$ cat src/rtl/ext_sram_ctrl_pkg.sv
// Shared definitions for the external asynchronous-SRAM controller.
package ext_sram_ctrl_pkg;

    localparam int LAT_W = 3;

    typedef enum logic [2:0] {
        IDLE   = 3'd0,
        READ   = 3'd1,
        RMW_RD = 3'd2,
        WRITE  = 3'd3,
        DONE   = 3'd4
    } state_t;

endpackage

$ cat src/rtl/ext_sram_ctrl_byte_merge.sv
// Per-lane merge of new write data over the word read back from SRAM.
module ext_sram_ctrl_byte_merge #(
    parameter int BYTES = 4
) (
    input  logic [BYTES-1:0]   be,
    input  logic [8*BYTES-1:0] wdata,
    input  logic [8*BYTES-1:0] rdata,
    output logic [8*BYTES-1:0] merged
);

    always_comb begin
        // NOTE: full default before the loop keeps every lane assigned on every path, so no latch.
        merged = rdata;
        for (int i = 0; i < BYTES; i++) begin
            if (be[i]) merged[8*i +: 8] = wdata[8*i +: 8];
        end
    end

endmodule

$ cat src/rtl/ext_sram_ctrl.sv
// Asynchronous-SRAM controller: CPU request port to SRAM strobes, with native
// byte lanes or read-modify-write for partial writes.
module ext_sram_ctrl
    import ext_sram_ctrl_pkg::*;
#(
    parameter int DATA_W       = 32,
    parameter int ADDR_W       = 19,
    parameter int RD_LAT       = 1,
    parameter int WR_LAT       = 1,
    parameter int RMW_RD_LAT   = 1,
    parameter int RMW_WR_LAT   = 1,
    parameter bit NATIVE_BE    = 1'b0,
    parameter bit EARLY_WR_ACK = 1'b0
) (
    input  logic                 clk,
    input  logic                 rst,
    input  logic                 req_rd,
    input  logic                 req_wr,
    input  logic [ADDR_W-1:0]    req_addr,
    input  logic [DATA_W/8-1:0]  req_be,
    input  logic [DATA_W-1:0]    req_wdata,
    output logic                 rdy,
    output logic [DATA_W-1:0]    rdata,
    output logic                 busy,
    output logic [ADDR_W-1:0]    ram_addr,
    output logic                 ram_cs_b,
    output logic                 ram_oe_b,
    output logic                 ram_we_b,
    output logic [DATA_W/8-1:0]  ram_be_b,
    input  logic [DATA_W-1:0]    ram_dq_in,
    output logic [DATA_W-1:0]    ram_dq_out,
    output logic                 ram_dq_oe
);

    localparam int BYTES = DATA_W / 8;
    localparam logic [LAT_W-1:0] RD_L  = LAT_W'(RD_LAT);
    localparam logic [LAT_W-1:0] WR_L  = LAT_W'(WR_LAT);
    localparam logic [LAT_W-1:0] RRD_L = LAT_W'(RMW_RD_LAT);
    localparam logic [LAT_W-1:0] RWR_L = LAT_W'(RMW_WR_LAT);
    localparam logic [LAT_W-1:0] ONE   = LAT_W'(1);

    state_t            state;
    logic [LAT_W-1:0]  lcount;
    logic [BYTES-1:0]  be_q;
    logic              ack_sent;
    logic [DATA_W-1:0] merged;

    ext_sram_ctrl_byte_merge #(.BYTES(BYTES)) u_merge (
        .be     (be_q),
        .wdata  (ram_dq_out),
        .rdata  (ram_dq_in),
        .merged (merged)
    );

    // NOTE: all state and outputs use non-blocking assignments so every register samples pre-edge values.
    always_ff @(posedge clk) begin
        if (rst) begin
            state      <= IDLE;
            lcount     <= '0;
            be_q       <= '0;
            ack_sent   <= 1'b0;
            rdy        <= 1'b0;
            busy       <= 1'b0;
            rdata      <= '0;
            ram_addr   <= '0;
            ram_cs_b   <= 1'b1;
            ram_oe_b   <= 1'b1;
            ram_we_b   <= 1'b1;
            ram_be_b   <= '1;
            ram_dq_out <= '0;
            ram_dq_oe  <= 1'b0;
        end else begin
            rdy <= 1'b0;
            unique case (state)
                IDLE: begin
                    ack_sent <= 1'b0;
                    if (req_rd) begin
                        state    <= READ;
                        busy     <= 1'b1;
                        ram_addr <= req_addr;
                        ram_cs_b <= 1'b0;
                        ram_oe_b <= 1'b0;
                        ram_be_b <= '0;
                        lcount   <= RD_L;
                    end else if (req_wr) begin
                        busy       <= 1'b1;
                        ram_addr   <= req_addr;
                        be_q       <= req_be;
                        ram_dq_out <= req_wdata;
                        if (req_be == '0) begin
                            // Nothing to write: acknowledge without touching the SRAM.
                            state <= DONE;
                            rdy   <= 1'b1;
                        end else if ((&req_be) || NATIVE_BE) begin
                            state     <= WRITE;
                            ram_cs_b  <= 1'b0;
                            ram_we_b  <= 1'b0;
                            ram_be_b  <= NATIVE_BE ? ~req_be : '0;
                            ram_dq_oe <= 1'b1;
                            lcount    <= WR_L;
                        end else begin
                            state    <= RMW_RD;
                            ram_cs_b <= 1'b0;
                            ram_oe_b <= 1'b0;
                            ram_be_b <= '0;
                            lcount   <= RRD_L;
                        end
                    end
                end

                READ: begin
                    if (lcount != '0) begin
                        lcount <= lcount - ONE;
                    end else begin
                        rdata    <= ram_dq_in;
                        ram_cs_b <= 1'b1;
                        ram_oe_b <= 1'b1;
                        ram_be_b <= '1;
                        rdy      <= 1'b1;
                        state    <= DONE;
                    end
                end

                RMW_RD: begin
                    if (lcount != '0) begin
                        lcount <= lcount - ONE;
                    end else begin
                        // Output enable drops in the same edge the pad starts driving.
                        ram_dq_out <= merged;
                        ram_oe_b   <= 1'b1;
                        ram_we_b   <= 1'b0;
                        ram_dq_oe  <= 1'b1;
                        lcount     <= RWR_L;
                        state      <= WRITE;
                    end
                end

                WRITE: begin
                    if (lcount != '0) begin
                        lcount <= lcount - ONE;
                        if (EARLY_WR_ACK && lcount == ONE) begin
                            rdy      <= 1'b1;
                            ack_sent <= 1'b1;
                        end
                    end else begin
                        ram_cs_b  <= 1'b1;
                        ram_we_b  <= 1'b1;
                        ram_be_b  <= '1;
                        ram_dq_oe <= 1'b0;
                        rdy       <= !ack_sent;
                        state     <= DONE;
                    end
                end

                DONE: begin
                    busy  <= 1'b0;
                    state <= IDLE;
                end

                default: begin
                    busy      <= 1'b0;
                    ram_cs_b  <= 1'b1;
                    ram_oe_b  <= 1'b1;
                    ram_we_b  <= 1'b1;
                    ram_be_b  <= '1;
                    ram_dq_oe <= 1'b0;
                    state     <= IDLE;
                end
            endcase
        end
    end

endmodule

$ cat config.mk
export PLATFORM = sky130hd
export DESIGN_NAME = ext_sram_ctrl
export DESIGN_NICKNAME = d
export VERILOG_FILES = /design/src/rtl/ext_sram_ctrl_pkg.sv /design/src/rtl/ext_sram_ctrl_byte_merge.sv /design/src/rtl/ext_sram_ctrl.sv
export SDC_FILE = /design/constraint.sdc
export NUM_CORES = 1
export LEC_CHECK = 0
export CORE_MARGIN = 10
export CORE_UTILIZATION = 45
export DETAILED_ROUTE_END_ITERATION = 10
export PLACE_DENSITY_LB_ADDON = 0.12
export SLEW_MARGIN = 20
export SYNTH_ARGS = -nofsm -noshare
export SYNTH_HDL_FRONTEND = slang
export SYNTH_SLANG_ARGS = --single-unit
$ cat constraint.sdc
create_clock -name clk -period 4 [get_ports clk]
set_clock_uncertainty 0.2 [all_clocks]
set_input_delay 0.8 -clock clk [delete_from_list [all_inputs] [get_ports clk]]
set_output_delay 0.8 -clock clk [all_outputs]
set_load 0.03 [all_outputs]
======== Word level (Yosys, flattened, before mapping) ========
Cells that the tools add are included.
storage, ports and cells
  register bits ........................... 103
  input bits .............................. 91
  output and inout port bits .............. 93
  logic and storage cells ................. 126
operators by class
  $add $sub $neg .......................... 1
  equal/unequal tests ..................... 20
  multiplexer cells ....................... 57
  bitwise operators ....................... 6
  reduce and logical (&&, ||, !) cells .... 26
operators with widths
  operator                                             count
  2-to-1 mux 32 bit                                    3
  one-hot mux 32 bit (2 select lines)                  1
  2-to-1 mux 19 bit                                    2
  2-to-1 mux 8 bit                                     4
  2-to-1 mux 3 bit                                     10
  AND reduction 5 bit                                  5
  2-to-1 mux 1 bit                                     24
  != test 2 bit, second input constant                 12
  one-hot mux 3 bit (3 select lines)                   2
  2-to-1 mux 4 bit                                     4
  one-hot mux 4 bit (3 select lines)                   1
  AND reduction 4 bit                                  3
  OR reduction 2 bit                                   5
  != test 3 bit, second input constant                 3
  one-hot mux 1 bit (4 select lines)                   2
  AND reduction 7 bit                                  1
  equality test 3 x 2 -> 1 bit, second input constant  2
  inverter 1 bit                                       6
  one-hot mux 1 bit (3 select lines)                   2
  AND reduction 2 bit                                  3
  AND reduction 3 bit                                  2
  nonzero test 3 bit                                   2
  logical NOT 4 bit                                    1
  one-hot mux 1 bit (2 select lines)                   2
  other kinds (7)                                      8

======== Logic depth before layout (Yosys ltp) ========
  word-level depth ........................ 6
  depth in mapped cells ................... 8
  gate-level depth less buffers ........... 6

======== Modules after synthesis ========
A second synthesis with hierarchy kept.
unflattened totals
  cells, all modules ...................... 502
  area, all modules ....................... 4694.5 µm²
by module, submodules not included
  module                    times used  cells each  area each (µm²)  sequential area each (µm²)
  ext_sram_ctrl             1           466         4169.0           1981.9
  ext_sram_ctrl_byte_merge  1           36          525.5            0.0

======== Least setup slack after synthesis ========
No wires, ideal clock.
  kind .................................... input to register
  from .................................... in req_rd
  to ...................................... reg ram_dq_out[13]
  setup time .............................. 79 ps
  arrival time ............................ 1968 ps
  data required time ...................... 3721 ps
  setup slack ............................. 1753 ps
  stages on the path ...................... 6
  path buffers ............................ 2
  cell sequence ........................... buf_2 or3b_4 a21oi_4 buf_6 nor2_1 a211oi_2
between the ends
  word-level cells in the longest chain between the ends .. 2
RTL lines
  what                           RTL line              text
  start: declaration             ext_sram_ctrl.sv:17   input logic req_rd,
  != test 2 bit (no line)        --
  AND reduction 5 bit (no line)  --
  end signal: assignment         ext_sram_ctrl.sv:89   ram_dq_out <= req_wdata;
  end signal: assignment         ext_sram_ctrl.sv:129  ram_dq_out <= merged;
  end: declaration               ext_sram_ctrl.sv:31   output logic [DATA_W-1:0] ram_dq_out,
Every way passes these cells.
A chain may end at the register's enable or synchronous reset.

======== Final worst setup path ========
  from .................................... reg lcount[0]
  to ...................................... reg rdata[13]
between the ends
  word-level cells in the longest chain between the ends .. 3
RTL lines
  what                           RTL line              text
  start: declaration             ext_sram_ctrl.sv:43   logic [LAT_W-1:0] lcount;
  start signal: assignment       ext_sram_ctrl.sv:113  lcount <= lcount - ONE;
  start signal: assignment       ext_sram_ctrl.sv:126  lcount <= lcount - ONE;
  start signal: assignment       ext_sram_ctrl.sv:140  lcount <= lcount - ONE;
  nonzero test 3 bit             ext_sram_ctrl.sv:112  if (lcount != '0) begin
  inverter 1 bit (no line)       --
  AND reduction 2 bit (no line)  --
  end signal: assignment         ext_sram_ctrl.sv:115  rdata <= ram_dq_in;
  end: declaration               ext_sram_ctrl.sv:23   output logic [DATA_W-1:0] rdata,
Every way passes these cells.

==> impl_metrics.env <==
export IMPL_outcome="complete, no violations"
export IMPL_maxCapViolCount=0
export IMPL_grt_max_degree=68
export IMPL_final_util=0.6730
export IMPL_path_cells="inv_1 > ha_1 > nand3b_1 > or3_1 > buf_4 > nand2_1 > a21oi_1"
export IMPL_tns_ns=0
export IMPL_clock_root_buffer="clkbuf_8"
export IMPL_final_common_cell="clkdlybuf4s50_1"
export IMPL_synth_top_area_frac=0.4727
export IMPL_drtIter0Drc=232
export IMPL_synth_area_leader_cell="dfxtp_1"
export IMPL_drc=0
export IMPL_critPathKind="flop to flop"
export IMPL_whs_path_depth=2
export IMPL_antenna_found_initial=0
export IMPL_crit_family="simple AND/OR/NAND/NOR gates"
export IMPL_first_pass_iters=4
export IMPL_initial_utilization=0.4581
export IMPL_synthCells=475
export IMPL_dr_wl_met3_mm=1.458
export IMPL_vias_per_cell=5.231
export IMPL_syn_nets=568
export IMPL_clkLatencyLatePin_ns=0.37
export IMPL_wire_per_inst_um=17.52
export IMPL_cts_tree="done"
export IMPL_setup_viol=0
export IMPL_p_per_area_nw_per_um2=576.2
export IMPL_fin_nets=727
export IMPL_synthFlopType="dfxtp_1"
export IMPL_fin_ws_ns=1.461
export IMPL_grt_pass1_vias=3796
export IMPL_clock_sinks=99
export IMPL_hpwl_mm=9.917
export IMPL_place_ws_ns=1.105
export IMPL_holdCritPathClass="flop to flop"
export IMPL_diodes=0
export IMPL_postCtsHoldBufs=0
export IMPL_multi_input_area_um2=1959
export IMPL_vias=3918
export IMPL_worst_pin_slew_ns=0.7530
export IMPL_synth_seq_cells=99
export IMPL_rsz0062_at_grt="false"
export IMPL_reg2reg_slack_ns=1.46
export IMPL_design_die_area_um2=13580
export IMPL_regArea_um2=1982
export IMPL_cp_num_buf_inv=2
export IMPL_synth_area_per_cell_um2=8.827
export IMPL_crit_fanout=17
export IMPL_clock_path_buffers=2
export IMPL_netlist_area_um2=4193
export IMPL_die_x_um=116.5
export IMPL_critPathSlowestCell="or3_1"
export IMPL_rows=35
export IMPL_timing_final_hold_violations=0
export IMPL_critPathLaunchType="flop"
export IMPL_critPathLaunch="lcount[0]"
export IMPL_crit_path_end_kind="flop"
export IMPL_yosysUniqueCellTypes=43
export IMPL_cts_max_level=3
export IMPL_worstPathRequired_ns=4.01
export IMPL_r2r_start="lcount[0]"
export IMPL_io_pins=184
export IMPL_gr_total_overflow=0
export IMPL_m1WireLength_mm=5.284
export IMPL_period_minus_slack_ns=2.539
export IMPL_synth_async_reset_ratio=0
export IMPL_p_leak_uw=0.002182
export IMPL_fmaxAchievable_mhz=393.9
export IMPL_worstReg2RegEnd="rdata[13]"
export IMPL_fin_crit_sh=0.6347
export IMPL_maxUsedRoutingLayer="met4"
export IMPL_ys_warn_count=0
export IMPL_ys_seq_area_frac=0.4727
export IMPL_io_buffers=183
export IMPL_cts_resized=0
export IMPL_drive_gt1_frac=0.05799
export IMPL_drtAntennaViolNets=0
export IMPL_place_gp_congestion=0.8290
export IMPL_area_delta_synth_final_pct=46.91
export IMPL_worstSetupPathDepth=7
export IMPL_cp_arrival_ns=2.55
export IMPL_layout_common_cells="182 x clkdlybuf4s50_1, 106 x nand2_1, 99 x dfxtp_1"
export IMPL_synthTopCellsByArea="dfxtp_1 47%, nand2_1 9.5%, mux2i_1 8.8%"
export IMPL_grt_pass1_wl_mm=19.88
export IMPL_clkTransAtPathRegs_ns=0.09
export IMPL_final_max_slew_viol_count=0
export IMPL_endpoint="rdata[13]"
export IMPL_chipHeight_um=116.5
export IMPL_nFillCells=788
export IMPL_cts_buffers=9
export IMPL_max_stage_delay_ns=0.67
export IMPL_r2r_cells=7
export IMPL_track_usage=0.1856
export IMPL_post_cts_buffers=0
export IMPL_core_area_um2=9153
export IMPL_ir_drop_mv=0.3408
export IMPL_synth_edf_count=0
export IMPL_wirelength_mm=13.12
export IMPL_slew_limit_headroom=0.4980
export IMPL_wl_met2_mm=6.238
==> worst reg2reg max path: cells and delay by family, from the launching register on <==
family                   cells  cell delay [ns]
AO/OA/AOI/OAI                1             0.07
flip-flops                   1             0.33
AND/OR/NAND/NOR              3             1.08
adder cells (fa/ha/maj)      1             0.32
buffers and inverters        2             0.41
==> where the power goes <==
group	leakage, uW	total [uW]	internal, uW	switching [uW]
Clock	0.0000992	657	306	350
Combinational	0.00127	1600	648	951
Sequential	0.000811	1290	1170	119
Total	0.00218	3550	2130	1420
==> cell usage after synthesis, types with 2 or more instances <==
cell	n
a211oi_1	24
a211oi_2	8
a21oi_1	59
a21oi_4	4
a31oi_1	2
buf_2	14
buf_4	4
buf_6	7
clkbuf_1	13
dfxtp_1	99
ha_1	2
inv_1	7
mux2i_1	37
nand2_1	106
nand4bb_1	4
nor2_1	46
nor3_1	4
nor4_1	2
o21a_1	2
o21ai_0	2
o21ai_1	3
o41a_1	2
or2_1	2
or3_1	3
==> registers in the layout, indices dropped and copies added (netlist names) <==
| name | cells |
|---|---|
| ram_dq_out | 32 |
| rdata | 32 |
| ram_addr | 19 |
| be_q | 4 |
| lcount | 3 |
| state | 3 |
| busy | 1 |
| ram_be_b | 1 |
| ram_dq_oe | 1 |
| ram_oe_b | 1 |
| ram_we_b | 1 |
| rdy | 1 |
==> worst min-delay path by stage <==
stage | start | to | slack, ns
2_1_floorplan | lcount[0] | lcount[0] | 0.25
3_3_place_gp | ram_addr[6] | ram_addr[6] | 0.24
3_5_place_dp | rdata[22] | rdata[22] | 0.25
4_1_cts | rdata[30] | rdata[30] | 0.26
5_1_grt | rdata[30] | rdata[30] | 0.27
6_report | rdata[30] | rdata[30] | 0.26
==> metrics by stage <==
stage	area, um2	total power (uW)	hold slack, ns	std cells
after floorplan	4193	2363	0.2475	475
after global placement	5962	2892	0.2406	734
after detailed placement	5962	2927	0.2472	734
after CTS	6160	3580	0.2594	749
after global routing	6160	3752	0.2729	749
final	6160	3549	0.2570	749
==> logic make-up after synthesis <==
kind of cell | count (synthesis) | synth area share
flops | 99 | 0.4727
buf+inv | 46 | 0.06148
mux | 37 | 0.08833
fa+ha+maj | 2 | 0.005967
compound gates | 114 | 0.1862
simple gates | 177 | 0.1853
==> layout make-up <==
class                   instances  share of cell area
clock buffers                  10             0.02234
clock inverters                 5            0.009750
inverters                       8            0.004875
multi-input cells             330              0.3181
flip-flops and latches         99              0.3218
well taps                     111             0.02255
repair buffers                186              0.3006
==> routing by layer <==
metal	GRT usage	vias up
met5	0	-
met4	0.06505	0
met3	0.07704	11
met2	0.3100	142
met1	0.2084	1816
li1	-	1949
Note: power is estimated with default switching activity, not from simulation.
